===== config.mk =====
export PLATFORM = sky130hd
export DESIGN_NAME = countdown_timer_flat
export DESIGN_NICKNAME = d
export VERILOG_FILES = /design/src/rtl/countdown_timer_if.sv /design/src/rtl/countdown_timer.sv /design/src/flat_wrapper.sv
export SDC_FILE = /design/constraint.sdc
export NUM_CORES = 1
export LEC_CHECK = 0
export CORE_AREA = 3 3 40 42
export DETAILED_ROUTE_END_ITERATION = 10
export DIE_AREA = 0 0 43 45
export PLACE_DENSITY = 0.76
export SKIP_CTS_REPAIR_TIMING = 1
export SLEW_MARGIN = 20
export SYNTH_ARGS = -nofsm -noshare
export SYNTH_HDL_FRONTEND = slang
export SYNTH_SLANG_ARGS = --single-unit

===== constraint.sdc =====
create_clock -name i_clk -period 3.05 [get_ports i_clk]
set_input_delay 0.61 -clock i_clk [delete_from_list [all_inputs] [get_ports i_clk]]
set_output_delay 0.61 -clock i_clk [all_outputs]
set_load 0.02 [all_outputs]

===== src/rtl/countdown_timer_if.sv =====
// rtl/countdown_timer_if.sv - command/status bundle between round logic and the countdown timer
`timescale 1ns/1ps
interface countdown_timer_if #(
    parameter int WIDTH = 4
);
    logic             load;
    logic [WIDTH-1:0] load_value;
    logic             start;
    logic             pause;
    logic [WIDTH-1:0] value;
    logic             running;
    logic             done;
    logic             expired;

    modport master (
        output load, load_value, start, pause,
        input  value, running, done, expired
    );

    modport slave (
        input  load, load_value, start, pause,
        output value, running, done, expired
    );
endinterface


===== src/rtl/countdown_timer.sv =====
// rtl/countdown_timer.sv - loadable, pausable, saturating down-counter with prescaled tick
`timescale 1ns/1ps
module countdown_timer #(
    parameter int WIDTH    = 4,
    parameter int MAX      = 15,
    parameter int TICK_DIV = 1
) (
    input  logic            i_clk,
    input  logic            i_reset,
    countdown_timer_if.slave bus
);
    localparam int PW = $clog2(TICK_DIV) + 1;

    localparam logic [1:0] S_IDLE  = 2'd0;
    localparam logic [1:0] S_RUN   = 2'd1;
    localparam logic [1:0] S_PAUSE = 2'd2;
    localparam logic [1:0] S_DONE  = 2'd3;

    localparam logic [WIDTH-1:0] L_MAX       = WIDTH'(MAX);
    localparam logic [PW-1:0]    L_TICK_LAST = PW'(TICK_DIV - 1);

    logic [1:0]       r_state, w_next_state;
    logic [WIDTH-1:0] r_value, w_next_value;
    logic [PW-1:0]    r_presc, w_next_presc;
    logic             w_next_done;
    logic             r_done, r_running, r_expired;

    always_comb begin
        w_next_state = r_state;
        w_next_value = r_value;
        w_next_presc = r_presc;
        w_next_done  = 1'b0;
        if (bus.load) begin
            w_next_value = (bus.load_value > L_MAX) ? L_MAX : bus.load_value;
            w_next_presc = '0;
            w_next_state = S_IDLE;
        end else begin
            case (r_state)
                S_IDLE: begin
                    // pause in IDLE does nothing except mask a simultaneous start
                    if (bus.start && !bus.pause) begin
                        if (r_value != '0) begin
                            w_next_state = S_RUN;
                            w_next_presc = '0;
                        end else begin
                            w_next_state = S_DONE;
                            w_next_done  = 1'b1;
                        end
                    end
                end
                S_RUN: begin
                    if (bus.pause) begin
                        w_next_state = S_PAUSE;
                    end else if (r_presc == L_TICK_LAST) begin
                        w_next_presc = '0;
                        w_next_value = r_value - 1'b1;
                        if (r_value == WIDTH'(1)) begin
                            w_next_state = S_DONE;
                            w_next_done  = 1'b1;
                        end
                    end else begin
                        w_next_presc = r_presc + 1'b1;
                    end
                end
                S_PAUSE: begin
                    if (bus.start && !bus.pause)
                        w_next_state = S_RUN;
                end
                default: begin
                    w_next_state = S_DONE;
                end
            endcase
        end
    end

    always_ff @(negedge i_clk or posedge i_reset) begin
        if (i_reset) begin
            r_state   <= S_IDLE;
            r_value   <= L_MAX;
            r_presc   <= '0;
            r_done    <= 1'b0;
            r_running <= 1'b0;
            r_expired <= 1'b0;
        end else begin
            r_state   <= w_next_state;
            r_value   <= w_next_value;
            r_presc   <= w_next_presc;
            r_done    <= w_next_done;
            r_running <= (w_next_state == S_RUN);
            r_expired <= (w_next_state == S_DONE);
        end
    end

    assign bus.value   = r_value;
    assign bus.running = r_running;
    assign bus.done    = r_done;
    assign bus.expired = r_expired;
endmodule


===== src/flat_wrapper.sv =====
// flat-port wrapper written by rule: the top's interface ports become plain ports
module countdown_timer_flat 
#(
    parameter int WIDTH    = 4,
    parameter int MAX      = 15,
    parameter int TICK_DIV = 1
)
  (i_clk, i_reset, bus_load, bus_load_value, bus_start, bus_pause, bus_value, bus_running, bus_done, bus_expired);
  countdown_timer_if #(.WIDTH(WIDTH)) bus_i ();
  input  logic i_clk;
  input  logic i_reset;
  input wire logic [$bits(bus_i.load)-1:0] bus_load;
  input wire logic [$bits(bus_i.load_value)-1:0] bus_load_value;
  input wire logic [$bits(bus_i.start)-1:0] bus_start;
  input wire logic [$bits(bus_i.pause)-1:0] bus_pause;
  output wire logic [$bits(bus_i.value)-1:0] bus_value;
  output wire logic [$bits(bus_i.running)-1:0] bus_running;
  output wire logic [$bits(bus_i.done)-1:0] bus_done;
  output wire logic [$bits(bus_i.expired)-1:0] bus_expired;
  assign bus_i.load = bus_load;
  assign bus_i.load_value = bus_load_value;
  assign bus_i.start = bus_start;
  assign bus_i.pause = bus_pause;
  assign bus_value = bus_i.value;
  assign bus_running = bus_i.running;
  assign bus_done = bus_i.done;
  assign bus_expired = bus_i.expired;
  countdown_timer #(.WIDTH(WIDTH), .MAX(MAX), .TICK_DIV(TICK_DIV)) u_core (.i_clk(i_clk), .i_reset(i_reset), .bus(bus_i));
endmodule

Word level (Yosys, flattened, before mapping). Cells that the tools add are included. W data, S select, Z words.

Bits in registers: 10. Output and inout port bits: 7. Word-level logic and storage cells: 53.

Add/subtract/negate cells: 2. Magnitude comparators: 1. Eq/ne operators: 10. Muxes and demuxes: 26. Reduce and logical (&&, ||, !) cells: 8.

Operators by type and width (number): $mux W4 (5); $mux W2 (7); $mux W1 (11); $ne A3 B2 Y1 const B (2); $pmux W2 S3 (1); $eq A2 B1 Y1 const B (2); $eq A2 B2 Y1 const B (2); $eq A4 B1 Y1 const B (1); $gt A4 B4 Y1 const B (1); $ne A2 B2 Y1 const B (2); $pmux W1 S2 (2); $reduce_and A4 Y1 (1); $reduce_bool A4 Y1 (1); $sub A4 B1 Y4 const B (1); $ne A3 B3 Y1 const B (1); $reduce_and A3 Y1 (1); $reduce_bool A3 Y1 (1); $logic_not A2 Y1 (1); $reduce_bool A2 Y1 (1); $add A1 B1 Y1 const B (1); $logic_and A1 B1 Y1 (1); $logic_not A1 Y1 (1).

Longest topological paths before layout.
Word-level depth: 7. Mapped depth: 5. Depth with buffers taken out: 5.

==> flow_summary.yaml <==
outcome:
  outcome: "finished, violations left"
  violations: "setup timing"
routing:
  antenna_left: 0
  vias: 467
  drc_errors: 0
  vias_per_cell: 4.92
  drtPass1Iterations: 4
  drtIter0Drc: 4
  wl_per_cell_um: 13.9
  drt-total-wl_mm: 1.32
pwr:
  p_leak_nw: 0.448
  pwr-share-seq_pct: 41.2
  irDropWorstVdd_mv: 0.206
  p_comb_share_pct: 26.9
  p_int_mw: 0.240
  clock_power_share_pct: 31.8
  switchingPower_mw: 0.103
  swShare_pct: 30.0
  power_density_nw_per_um2: 424
worst_hold_path:
  whs_path_depth: 1
  min_to: "u_core.bus.done$_DFF_NP0_"
  hold_class: "reg2reg"
  worstHoldStart: "u_core.r_state[1]$_DFF_NP0_"
synthesis:
  ys_seq_area_share_pct: 45.3
  synthCells: 49
  syn_area_per_cell_um2: 10.4
  yosysUniqueCellTypes: 24
  syn-num-nets: 61
  synth_top_cell_by_area: "dfrtn_1"
  ys_seq_elements: 9
  yosys.area.top_type_share_pct: 24.6
  yosysWarningCount: 0
  netlist_area_um2: 508
  synthTopCellsByArea: "dfrtn_1 25%, dfstp_2 21%, ha_1 7.4%"
finish:
  fillerInstances: 102
  insertedDiodeCount: 0
  postLayoutCellArea_um2: 810
  drive_above_1_share_pct: 32.5
  postLayoutCoreUtil_pct: 63.0
  syn_to_final_growth_pct: 59.4
  final_nets: 93
floorplan:
  io_pins: 16
  start_util_pct: 39.5
  coreArea_um2: 1280
  die_area_um2: 1940
  die_width_um: 43
  die_h_um: 45
  rows: 13
worst_setup_path:
  slowest_delay_ns: 0.54
  slowest_stage: "dfstp_2"
  critical_path_class: "reg2out"
  cp_max_fo: 2
  regToRegSetupSlack_ns: 1.35
  startpoint_type: "flop"
  worstRegToRegCells: 6
  r2r-end: "u_core.bus.running$_DFF_NP0_"
  worstPathCellList: "buf_6"
  timing.rr.start: "u_core.bus.value[1]$_DFFE_NP1P_"
  critPathBufInv: 1
  crit_family: "flip-flops"
  end_kind: "output port"
  cp.arrival_ns: 2.50
  crit_required_ns: 2.44
placement:
  dpl-instance-area_um2: 748
  gp_congestion: 0.717
  dp_hpwl_um: 967
  io_buffers: 15
sta:
  worst_pin_slew_ns: 0.354
  hold_violations: 0
  drv_slew: 0
  worst_slack_ns: -0.0557
  finalSetupTns_ns: -0.180
  fin_worst_skew_ns: 0.0486
  setup_viol_count_final: 4
  grt_setup_unrepaired: "yes"
  slew_headroom_pct: 76.0
  fin_hold_ws_ns: 0.612
clocking:
  clk_path_buf_depth: 2
  cts_inserted_buffers: 3
  cts_max_level: 1
  path_clk_slew_ns: 0.05
  cts_root_buffer: "clkbuf_4"
  worstSkewPairLatency_ns: 0.32
  clock-sinks: 9
  cts_tree: "done"
global_routing:
  grt_pass1_wl_mm: 1.88
  grt_max_degree: 10
  grt_use_total_pct: 13.7
  grt_pass1_vias: 432
  antenna_found_initial: 0
  grt-ovfl-total: 0
run:
  maxCapViolCount: 0
==> per-stage QoR <==
step	total power [mW]	setup WS, ns	instances
after floorplan	0.193	0.134	49
after global placement	0.238	-0.392	88
after detailed placement	0.241	-0.414	88
after CTS	0.343	-0.526	95
after global routing	0.366	-0.0957	95
final	0.344	-0.0557	95
==> synthesized netlist by cell type <==
library cell,count
o21bai_1,1
mux2_2,1
dfrtn_1,5
and3b_1,1
nand2_1,4
nor3b_4,1
nor4b_1,1
ha_1,3
a21oi_1,2
xnor2_1,2
a21o_1,1
nor2b_1,1
and4bb_2,1
inv_1,6
nand3_1,2
nor3b_1,2
nor3_1,2
mux2i_1,2
a211o_1,1
o21ai_0,3
clkbuf_1,1
nor2_1,1
dfstp_2,4
a22oi_1,1
==> how the worst max path moves through the flow <==
stage / startpoint / to / slack, ns / depth (start not counted)
after detailed placement: bus_start / u_core.bus.expired$_DFF_NP0_ / -0.41 / 4
after CTS: u_core.bus.value[2]$_DFFE_NP1P_ / bus_value[2] / -0.53 / 1
after global routing: u_core.bus.value[2]$_DFFE_NP1P_ / bus_value[2] / -0.1 / 1
after floorplan: bus_pause / u_core.r_state[1]$_DFF_NP0_ / 0.13 / 3
after global placement: bus_start / u_core.bus.expired$_DFF_NP0_ / -0.39 / 4
final: u_core.bus.value[1]$_DFFE_NP1P_ / bus_value[1] / -0.06 / 1
==> cells by family (layout without fill, tap and decap cells) <==
logic type      after synthesis  in the layout  synth area share [%]
fa+ha+maj                     3              3                  7.39
mux                           3              3                  6.16
simple gates                 16             16                  21.4
compound gates                9              9                  11.1
flops                         9              9                  45.3
buf+inv                       7             38                  5.17
xor+xnor                      2              2                  3.45
==> cell usage in the layout (no fill, tap or decap) <==
cell / instances
buf_4: 10
inv_1: 9
dlymetal6s2s_1: 5
clkdlybuf4s50_1: 5
dfrtn_1: 5
nand2_1: 4
buf_6: 4
dfstp_2: 4
o21ai_0: 3
ha_1: 3
clkbuf_4: 3
nor3b_4: 2
xnor2_1: 2
mux2i_1: 2
a21oi_1: 2
nor3_1: 2
nand3_1: 2
and4bb_2: 1
mux2_2: 1
o21bai_1: 1
a21o_1: 1
nor4b_1: 1
nor3b_1: 1
nor2b_1: 1
and3b_1: 1
a22oi_1: 1
a211o_1: 1
nor2_1: 1
clkbuf_1: 1
clkbuf_2: 1
==> layout make-up <==
cell class              count  area, µm²  area share (%)
flip-flops and latches      9        230            28.4
clock buffers               4       26.3            3.25
inverters                   5       18.8            2.32
multi-input cells          33        263            32.5
clock inverters             4       15.0            1.85
repair buffers             25        238            29.4
well taps                  15       18.8            2.32
==> sequential cells by signal (all words and copies together) (netlist names) <==
register	flops
u_core.bus.expired	1
u_core.bus.running	1
u_core.bus.done	1
u_core.r_state	2
u_core.bus.value	4
==> power by group through the flow <==
stage                     Combinational, mW  Clock, mW  Sequential [mW]
final                                0.0924      0.109            0.142
after global routing                  0.101      0.123            0.142
after CTS                            0.0907      0.113            0.139
after detailed placement             0.0897     0.0102            0.141
after global placement               0.0866     0.0102            0.141
after floorplan                      0.0296     0.0102            0.153
==> per-layer routing <==
metal  GRT usage [%]  wire (µm)
met1            16.0        556
met2            21.9        690
met3            2.79         45
met4            10.8         31
met5               0          0
No activity file was read; power rests on OpenSTA's default activity.
